==> config.mk <==
export PLATFORM = sky130hd
export DESIGN_NAME = mw93_responder
export DESIGN_NICKNAME = d
export VERILOG_FILES = /design/src/rtl/mw93_responder.sv
export SDC_FILE = /design/constraint.sdc
export NUM_CORES = 2
export LEC_CHECK = 0
export ABC_AREA = 0
export CORE_MARGIN = 2
export CORE_UTILIZATION = 40
export CTS_BUF_LIST = sky130_fd_sc_hd__clkbuf_4 sky130_fd_sc_hd__clkbuf_8 sky130_fd_sc_hd__clkbuf_16
export DETAILED_ROUTE_END_ITERATION = 8
export GPL_TIMING_DRIVEN = 0
export MAX_ROUTING_LAYER = met4
export REMOVE_ABC_BUFFERS = 1
export SLEW_MARGIN = 10
export SYNTH_ARGS = -nofsm -noshare
export SYNTH_HDL_FRONTEND = slang
export SYNTH_SLANG_ARGS = --single-unit
export TNS_END_PERCENT = 1
==> constraint.sdc <==
create_clock -name clk -period 33.2 [get_ports clk]
set_input_delay 4.98 -clock clk [delete_from_list [all_inputs] [get_ports clk]]
set_output_delay 4.98 -clock clk [all_outputs]
set_load 0.02 [all_outputs]
==> src/rtl/mw93_responder.sv <==
// Device side of a 93C46-style Microwire EEPROM, x16 organisation.
// Optional macro MW93_SEQ_READ_EN: sequential read continues at addr+1 after each word.
module mw93_responder #(
  parameter int unsigned ADDR_W      = 6,
  parameter int unsigned DATA_W      = 16,
  parameter int unsigned BUSY_CYCLES = 64
) (
  input  logic clk,
  input  logic rst,
  input  logic cs,
  input  logic sk,
  input  logic di,
  output logic do_o,
  output logic do_oe,
  output logic busy
);

  localparam int unsigned DEPTH = 1 << ADDR_W;
  localparam int unsigned CNT_W = $clog2(DATA_W + 1);
  localparam int unsigned BSY_W = $clog2(BUSY_CYCLES + 1);

  typedef enum logic [2:0] {
    S_IDLE, S_OPC, S_ADDR, S_RDATA, S_WDATA, S_WAIT
  } state_t;

  typedef enum logic [2:0] {
    C_NONE, C_WRITE, C_ERASE, C_WRAL, C_ERAL
  } cmd_t;

  state_t              state_q, state_d;
  cmd_t                cmd_q, cmd_d;
  logic [1:0]          op_q, op_d;
  logic [ADDR_W-1:0]   addr_q, addr_d;
  logic [CNT_W-1:0]    cnt_q, cnt_d;
  logic [DATA_W-1:0]   sh_q, sh_d;
  logic                ewen_q, ewen_d;
  logic                sk_q;
  logic                do_o_q, do_o_d;
  logic                do_oe_q, do_oe_d;
  logic                busy_q, busy_d;
  logic [BSY_W-1:0]    bcnt_q, bcnt_d;
  logic [DATA_W-1:0]   mem_q [DEPTH];
  logic [DATA_W-1:0]   mem_d [DEPTH];

  logic                sk_rise;
  logic [ADDR_W-1:0]   addr_full;

  assign sk_rise   = cs & sk & ~sk_q;
  assign addr_full = {addr_q[ADDR_W-2:0], di};

  // Protocol decode, memory commit and programming timer.
  always_comb begin
    state_d = state_q;
    cmd_d   = cmd_q;
    op_d    = op_q;
    addr_d  = addr_q;
    cnt_d   = cnt_q;
    sh_d    = sh_q;
    ewen_d  = ewen_q;
    do_o_d  = do_o_q;
    do_oe_d = do_oe_q;
    busy_d  = busy_q;
    bcnt_d  = bcnt_q;
    mem_d   = mem_q;

    if (busy_q) begin
      if (bcnt_q == '0) busy_d = 1'b0;
      else              bcnt_d = bcnt_q - BSY_W'(1);
    end

    if (!cs) begin
      state_d = S_IDLE;
      do_oe_d = 1'b0;
      cmd_d   = C_NONE;
      // A deselect in WAIT is the only point where a write-class command lands.
      if (state_q == S_WAIT && ewen_q && cmd_q != C_NONE) begin
        case (cmd_q)
          C_WRITE: mem_d[addr_q] = sh_q;
          C_ERASE: mem_d[addr_q] = '1;
          C_WRAL:  for (int unsigned i = 0; i < DEPTH; i++) mem_d[ADDR_W'(i)] = sh_q;
          C_ERAL:  for (int unsigned i = 0; i < DEPTH; i++) mem_d[ADDR_W'(i)] = '1;
          default: ;
        endcase
        busy_d = 1'b1;
        bcnt_d = BSY_W'(BUSY_CYCLES - 1);
      end
    end else begin
      case (state_q)
        S_IDLE: begin
          if (sk_rise && di && !busy_q) begin
            state_d = S_OPC;
            cnt_d   = '0;
            cmd_d   = C_NONE;
            do_oe_d = 1'b0;
          end else begin
            do_oe_d = 1'b1;
            do_o_d  = ~busy_q;
          end
        end
        S_OPC: begin
          if (sk_rise) begin
            op_d  = {op_q[0], di};
            cnt_d = cnt_q + CNT_W'(1);
            if (cnt_q == CNT_W'(1)) begin
              state_d = S_ADDR;
              cnt_d   = '0;
            end
          end
        end
        S_ADDR: begin
          if (sk_rise) begin
            addr_d = addr_full;
            cnt_d  = cnt_q + CNT_W'(1);
            if (cnt_q == CNT_W'(ADDR_W - 1)) begin
              cnt_d   = '0;
              state_d = S_WAIT;
              case (op_q)
                2'b10: begin
                  state_d = S_RDATA;
                  do_oe_d = 1'b1;
                  do_o_d  = 1'b0;
                  sh_d    = mem_q[addr_full];
                end
                2'b01: begin
                  state_d = S_WDATA;
                  cmd_d   = C_WRITE;
                end
                2'b11: cmd_d = C_ERASE;
                default: begin
                  case (addr_full[ADDR_W-1 -: 2])
                    2'b11: ewen_d = 1'b1;
                    2'b00: ewen_d = 1'b0;
                    2'b01: begin
                      state_d = S_WDATA;
                      cmd_d   = C_WRAL;
                    end
                    default: cmd_d = C_ERAL;
                  endcase
                end
              endcase
            end
          end
        end
        S_RDATA: begin
          if (sk_rise) begin
            if (cnt_q < CNT_W'(DATA_W)) begin
              do_o_d = sh_q[DATA_W-1];
              sh_d   = {sh_q[DATA_W-2:0], 1'b0};
              cnt_d  = cnt_q + CNT_W'(1);
            end
`ifdef MW93_SEQ_READ_EN
            else begin
              addr_d = addr_q + ADDR_W'(1);
              do_o_d = mem_q[addr_q + ADDR_W'(1)][DATA_W-1];
              sh_d   = {mem_q[addr_q + ADDR_W'(1)][DATA_W-2:0], 1'b0};
              cnt_d  = CNT_W'(1);
            end
`endif
          end
        end
        S_WDATA: begin
          if (sk_rise) begin
            sh_d  = {sh_q[DATA_W-2:0], di};
            cnt_d = cnt_q + CNT_W'(1);
            if (cnt_q == CNT_W'(DATA_W - 1)) begin
              state_d = S_WAIT;
              cnt_d   = '0;
            end
          end
        end
        default: ;
      endcase
    end
  end

  always_ff @(posedge clk or posedge rst) begin
    if (rst) begin
      state_q <= S_IDLE;
      cmd_q   <= C_NONE;
      op_q    <= '0;
      addr_q  <= '0;
      cnt_q   <= '0;
      sh_q    <= '0;
      ewen_q  <= 1'b0;
      sk_q    <= 1'b0;
      do_o_q  <= 1'b0;
      do_oe_q <= 1'b0;
      busy_q  <= 1'b0;
      bcnt_q  <= '0;
      for (int unsigned i = 0; i < DEPTH; i++) mem_q[i] <= '1;
    end else begin
      state_q <= state_d;
      cmd_q   <= cmd_d;
      op_q    <= op_d;
      addr_q  <= addr_d;
      cnt_q   <= cnt_d;
      sh_q    <= sh_d;
      ewen_q  <= ewen_d;
      sk_q    <= sk;
      do_o_q  <= do_o_d;
      do_oe_q <= do_oe_d;
      busy_q  <= busy_d;
      bcnt_q  <= bcnt_d;
      for (int unsigned i = 0; i < DEPTH; i++) mem_q[i] <= mem_d[i];
    end
  end

  assign do_o  = do_o_q;
  assign do_oe = do_oe_q;
  assign busy  = busy_q;

endmodule

After elaboration in Yosys (flattened, before gate mapping)
Cells that the tools add are included.
{"block": "totals", "register_bits": 1071, "out_inout_bits": 3, "wordCells": 220}
{"block": "classes", "muxes": 64, "n_reduce_logical": 27, "bitwise_logic": 9, "n_addsub": 2, "order_cmp": 4, "n_eq_ne": 38}
{"cell": "one-hot mux 1024 bit (4 select lines)", "count": 1}
{"cell": "bitwise mux 1024 bit", "count": 1}
{"cell": "OR 1024 bit", "count": 1}
{"cell": "2-to-1 mux 16 bit", "count": 9}
{"cell": "binary-select mux 16 bit (select 6 bit)", "count": 1}
{"cell": "demux 16 bit (select 6 bit)", "count": 1}
{"cell": "one-hot mux 16 bit (3 select lines)", "count": 1}
{"cell": "2-to-1 mux 5 bit", "count": 9}
{"cell": "2-to-1 mux 3 bit", "count": 12}
{"cell": "AND reduction 8 bit", "count": 4}
{"cell": "2-to-1 mux 7 bit", "count": 4}
{"cell": "!= test 3 bit (second input constant)", "count": 9}
{"cell": "one-hot mux 5 bit (5 select lines)", "count": 1}
{"cell": "!= test 2 bit (second input constant)", "count": 9}
{"cell": "one-hot mux 3 bit (3 select lines)", "count": 2}
{"cell": "2-to-1 mux 1 bit", "count": 16}
{"cell": "greater-or-equal comparator 7 bit (second input constant)", "count": 2}
{"cell": "inverter 6 -> 7 bit", "count": 2}
{"cell": "== test 3 x 2 -> 1 bit (second input constant)", "count": 4}
{"cell": "one-hot mux 3 bit (2 select lines)", "count": 2}
{"cell": "one-hot mux 3 bit (4 select lines)", "count": 1}
{"cell": "AND reduction 6 bit", "count": 2}
{"cell": "== test 3 bit (second input constant)", "count": 3}
{"cell": "AND reduction 3 bit", "count": 3}
{"cell": "other kinds (29)", "count": 44}

Longest topological paths before layout
{"block": "logic_depth", "word_depth": 8, "mapped_depth": 12, "depth_no_buf": 9}

Least setup slack after synthesis
No wires, ideal clock.
{"block": "synth_timing", "path_type": "input to register", "from": "input port di", "to": "register sh_q[0]", "arrival_ps": 6786, "stages": 10, "path_slack_ps": 26285, "setup_ps": 129, "cell_sequence": "buf_6 -> buf_8 -> buf_6 -> buf_6 -> buf_6 -> mux2i_1 -> o22ai_1 -> a2111oi_0 -> nor3_1 -> a2111o_1"}
{"block": "synth_via", "elab_chain_cells": 8}
{"item": "start, declared", "line_no": "12", "text": "input logic di,"}
{"item": "inverter 6 -> 7 bit (not written as such)", "line_no": "122", "text": "sh_d = mem_q[addr_full];"}
{"item": "binary-select mux 16 bit (select 6 bit)", "line_no": "122"}
{"item": "2-to-1 mux 16 bit (not written as such) (2 in a row)", "line_no": "122"}
{"item": "2-to-1 mux 16 bit", "line_no": "117", "text": "case (op_q)"}
{"item": "2-to-1 mux 16 bit", "line_no": "114", "text": "if (cnt_q == CNT_W'(ADDR_W - 1)) begin"}
{"item": "2-to-1 mux 16 bit", "line_no": "111", "text": "if (sk_rise) begin"}
{"item": "one-hot mux 16 bit (3 select lines) (*)", "line_no": "88", "text": "case (state_q)"}
{"item": "end signal, assigned", "line_no": "183", "text": "sh_q <= '0;"}
{"item": "end signal, assigned", "line_no": "197", "text": "sh_q <= sh_d;"}
{"item": "end, declared", "line_no": "35", "text": "logic [DATA_W-1:0] sh_q, sh_d;"}
Mark *: on every way between the ends. The rest lies on a longest branch, timed or not. The select of a mux whose other input is x is not followed.
A chain may end at the register's enable or synchronous reset.

==> summary.txt <==
Timing
  – Achievable clock frequency: 0.1127 GHz
  – Worst-margin pin slew: 1.406 ns
  – Worst setup margin: 24.32 ns
  – Clock Skew: 0.02749 ns
  – Final setup vio count: 0
  – Final Max Slew Viols: 0
  – Unrepaired setup endpoints after global routing: no
  – Fin crit period: 8.877 ns
  – Final hold violations: 0
  – Max_slew headroom: 0.06245
  – Post-Route Setup TNS: 0 ns
  – Period utilization: 0.2674

Worst hold path
  – Hold crit path type: register to register

Synth
  – Ranking of synthesized cells by area: dfstp_2, a21oi_1, mux4_2, a2bb2oi_1, nand2_1
  – Sequential area share after synthesis: 0.5283
  – Top-count cell post-synth: a21oi_1
  – Main flop type after synthesis: dfstp_2
  – Largest area contributor in the netlist: dfstp_2
  – Warnings, synthesis: 0
  – Post-synthesis cell area: 53,150 um^2
  – Most instantiated cells after synthesis: a21oi_1, dfstp_2, nand2_1
  – Post-Synthesis Cells: 4,784
  – Asr flop ratio synth: 1.000
  – Synth unique cells: 88
  – Post-synth EDFFs: 0
  – Synth Register Bits: 1,071
  – Yosys top cell area share: 0.5062
  – Syn avg cell area: 11.11 um^2

Worst setup path
  – Crit end category: register
  – Critical path launch point type: primary input
  – Critical Setup Path Class: primary input to register
  – Crit path DAT: 9.51 ns
  – Crit path max fanout: 37
  – WP data required: 33.83 ns

Place
  – Gpl congestion: 0.9199
  – Detail Placement HPWL: 126.5 mm
  – Setup WS pre-CTS: 23.81 ns
  – Port bufs: 7

Final layout
  – Fill cells: 11.70k
  – Final Util: 0.4606
  – Register area: 28,100 um^2
  – Layout area overhead: 14.06%
  – Multi-input gate area: 23,340 um^2
  – Layout net count: 4,556
  – Layout cell share with drive strength beyond 1: 0.3755

Die
  – Die area: 135,800 um^2
  – Core box area: 131,600 um^2
  – Die W: 368.5 um
  – I/O Pins: 8
  – Starting Density: 0.4038
  – Rows: 133
  – Chip height: 368.5 um

Power
  – Comb pwr share: 0.027
  – Worst vdd ir: 0.00004044 V
  – Clock Power Share: 0.494
  – Seq pwr share: 0.478
  – PD cells: 45.48 nW/um^2
  – Switching part of the total: 0.2232
  – Int Pwr: 0.002142 W
  – Sw Pwr: 0.0006153 W
  – Leak: 21.66 nW

Routing
  – Wire length per cell: 30.83 um
  – Final wirelength: 197.1 mm
  – Vias/cell: 6.583
  – Drt initial violations: 5,215
  – Routed met3 length: 20.98 mm
  – Drt drc: 0
  – DR pass1 iterations: 8
  – Uppermost layer routed: met4
  – Via Count: 42.09k
  – DR WL met2: 85.73 mm
  – Met1 WL: 80.28 mm
  – Antenna Violating Nets Remaining: 0

Clock tree
  – CTS Hold Bufs: 0
  – CTS max path bufs: 3
  – H-tree levels: 3
  – Post-CTS sizing: 0
  – TritonCTS buffer count: 113
  – Post-CTS Setup Bufs: 0
  – CTS sink count: 1,071
  – Latest clock arrival within the worst-skew pair: 0.73 ns
  – Root buffer cell: clkbuf_16
  – CTS tree: built
  – Clock slew at reported path FFs: 0.06 ns

GRT
  – Largest net degree at the start of global routing: 120
  – Total GRT Usage: 0.2937
  – GR Overflow Total: 0
  – Number of global-route vias before repair: 40.86k
  – Antenna violations before repair: 3
  – First-pass GRT wire length: 289.3 mm

Run status
  – Status: finished clean

Job
  – Maxcap violations: 0
[worst max-delay path: stages]
cell and delay [ns]:
clkdlybuf4s50_1 0.55, inv_1 0.23, and4_1 0.84, nand2_4 0.58, buf_16 0.43, a21oi_2 0.93
a21boi_2 0.69, a2bb2oi_1 0.22
[per-layer routing]
| metal | up-vias | global-route usage |
|---|---|---|
| met5 | - | - |
| met4 | 0 | 0.1290 |
| met3 | 523 | 0.07260 |
| met2 | 2331 | 0.4175 |
| met1 | 21830 | 0.3968 |
| li1 | 17400 | - |
[path summary, 6_finish.rpt]
path	depth (start not counted)	startpoint	slack, ns	to
max reg2reg	6	addr_q[3]$_DFFE_PP0P_	28.22	register
max in group asynchronous	6	rst	25.90	async pin
min	2	ewen_q$_DFFE_PP0P_	0.50	ewen_q$_DFFE_PP0P_
max	8	cs	24.32	register
min reg2reg	2	ewen_q$_DFFE_PP0P_	0.50	ewen_q$_DFFE_PP0P_
min in group asynchronous	2	rst	5.15	async pin
[power groups by stage]
stage,registers [W],clock network [W],logic [W]
floorplan,0.00133,0,0.0000391
global placement,0.00133,0,0.0000979
detailed placement,0.00134,0,0.0000762
CTS,0.00132,0.00137,0.0000762
global route,0.00132,0.00143,0.0000819
finish,0.00132,0.00136,0.0000752
[area by class of cell]
| type | count | share of cell area |
|---|---|---|
| antenna | 2 | 0.00008256 |
| clock inverter | 36 | 0.007616 |
| inverter | 18 | 0.001300 |
| clock buffer | 172 | 0.05851 |
| multi-input combinational | 3212 | 0.3851 |
| tap | 1755 | 0.03622 |
| sequential | 1071 | 0.4635 |
| timing repair buffer | 127 | 0.04770 |
[stage by stage]
step / total power (W) / std cells / hold slack (ns) / cell area [um^2]
2_1_floorplan: 0.001372 / 4301 / 0.4513 / 50870
3_3_place_gp: 0.001431 / 6063 / 0.4667 / 53130
3_5_place_dp: 0.001414 / 6182 / 0.4759 / 56450
4_1_cts: 0.002769 / 6390 / 0.4889 / 60460
5_1_grt: 0.002828 / 6393 / 0.5013 / 60620
6_report: 0.002757 / 6393 / 0.4964 / 60620
[cell usage in the layout, fill, tap and decap left out, drive strengths merged, types with 20 or more instances in the layout]
master	count
nand2	657
mux2i	179
a2bb2oi	350
mux2	20
clkinv	24
nor2	41
a21oi	1154
dfstp	1024
o22ai	69
o22a	177
clkbuf	172
dfrtp	47
o21ai	44
buf	121
mux4	176
a21boi	55
[cell families after synthesis]
| kind of cell | Yosys count | synth area share |
|---|---|---|
| AO/OA/AOI/OAI | 1985 | 0.2439 |
| buffers and inverters | 501 | 0.04423 |
| multiplexers | 375 | 0.1131 |
| XOR/XNOR | 3 | 0.0004944 |
| AND/OR/NAND/NOR | 841 | 0.06803 |
| flip-flops | 1071 | 0.5283 |
| adder cells (fa/ha/maj) | 8 | 0.001883 |
No activity file was read; power rests on OpenSTA's default activity.
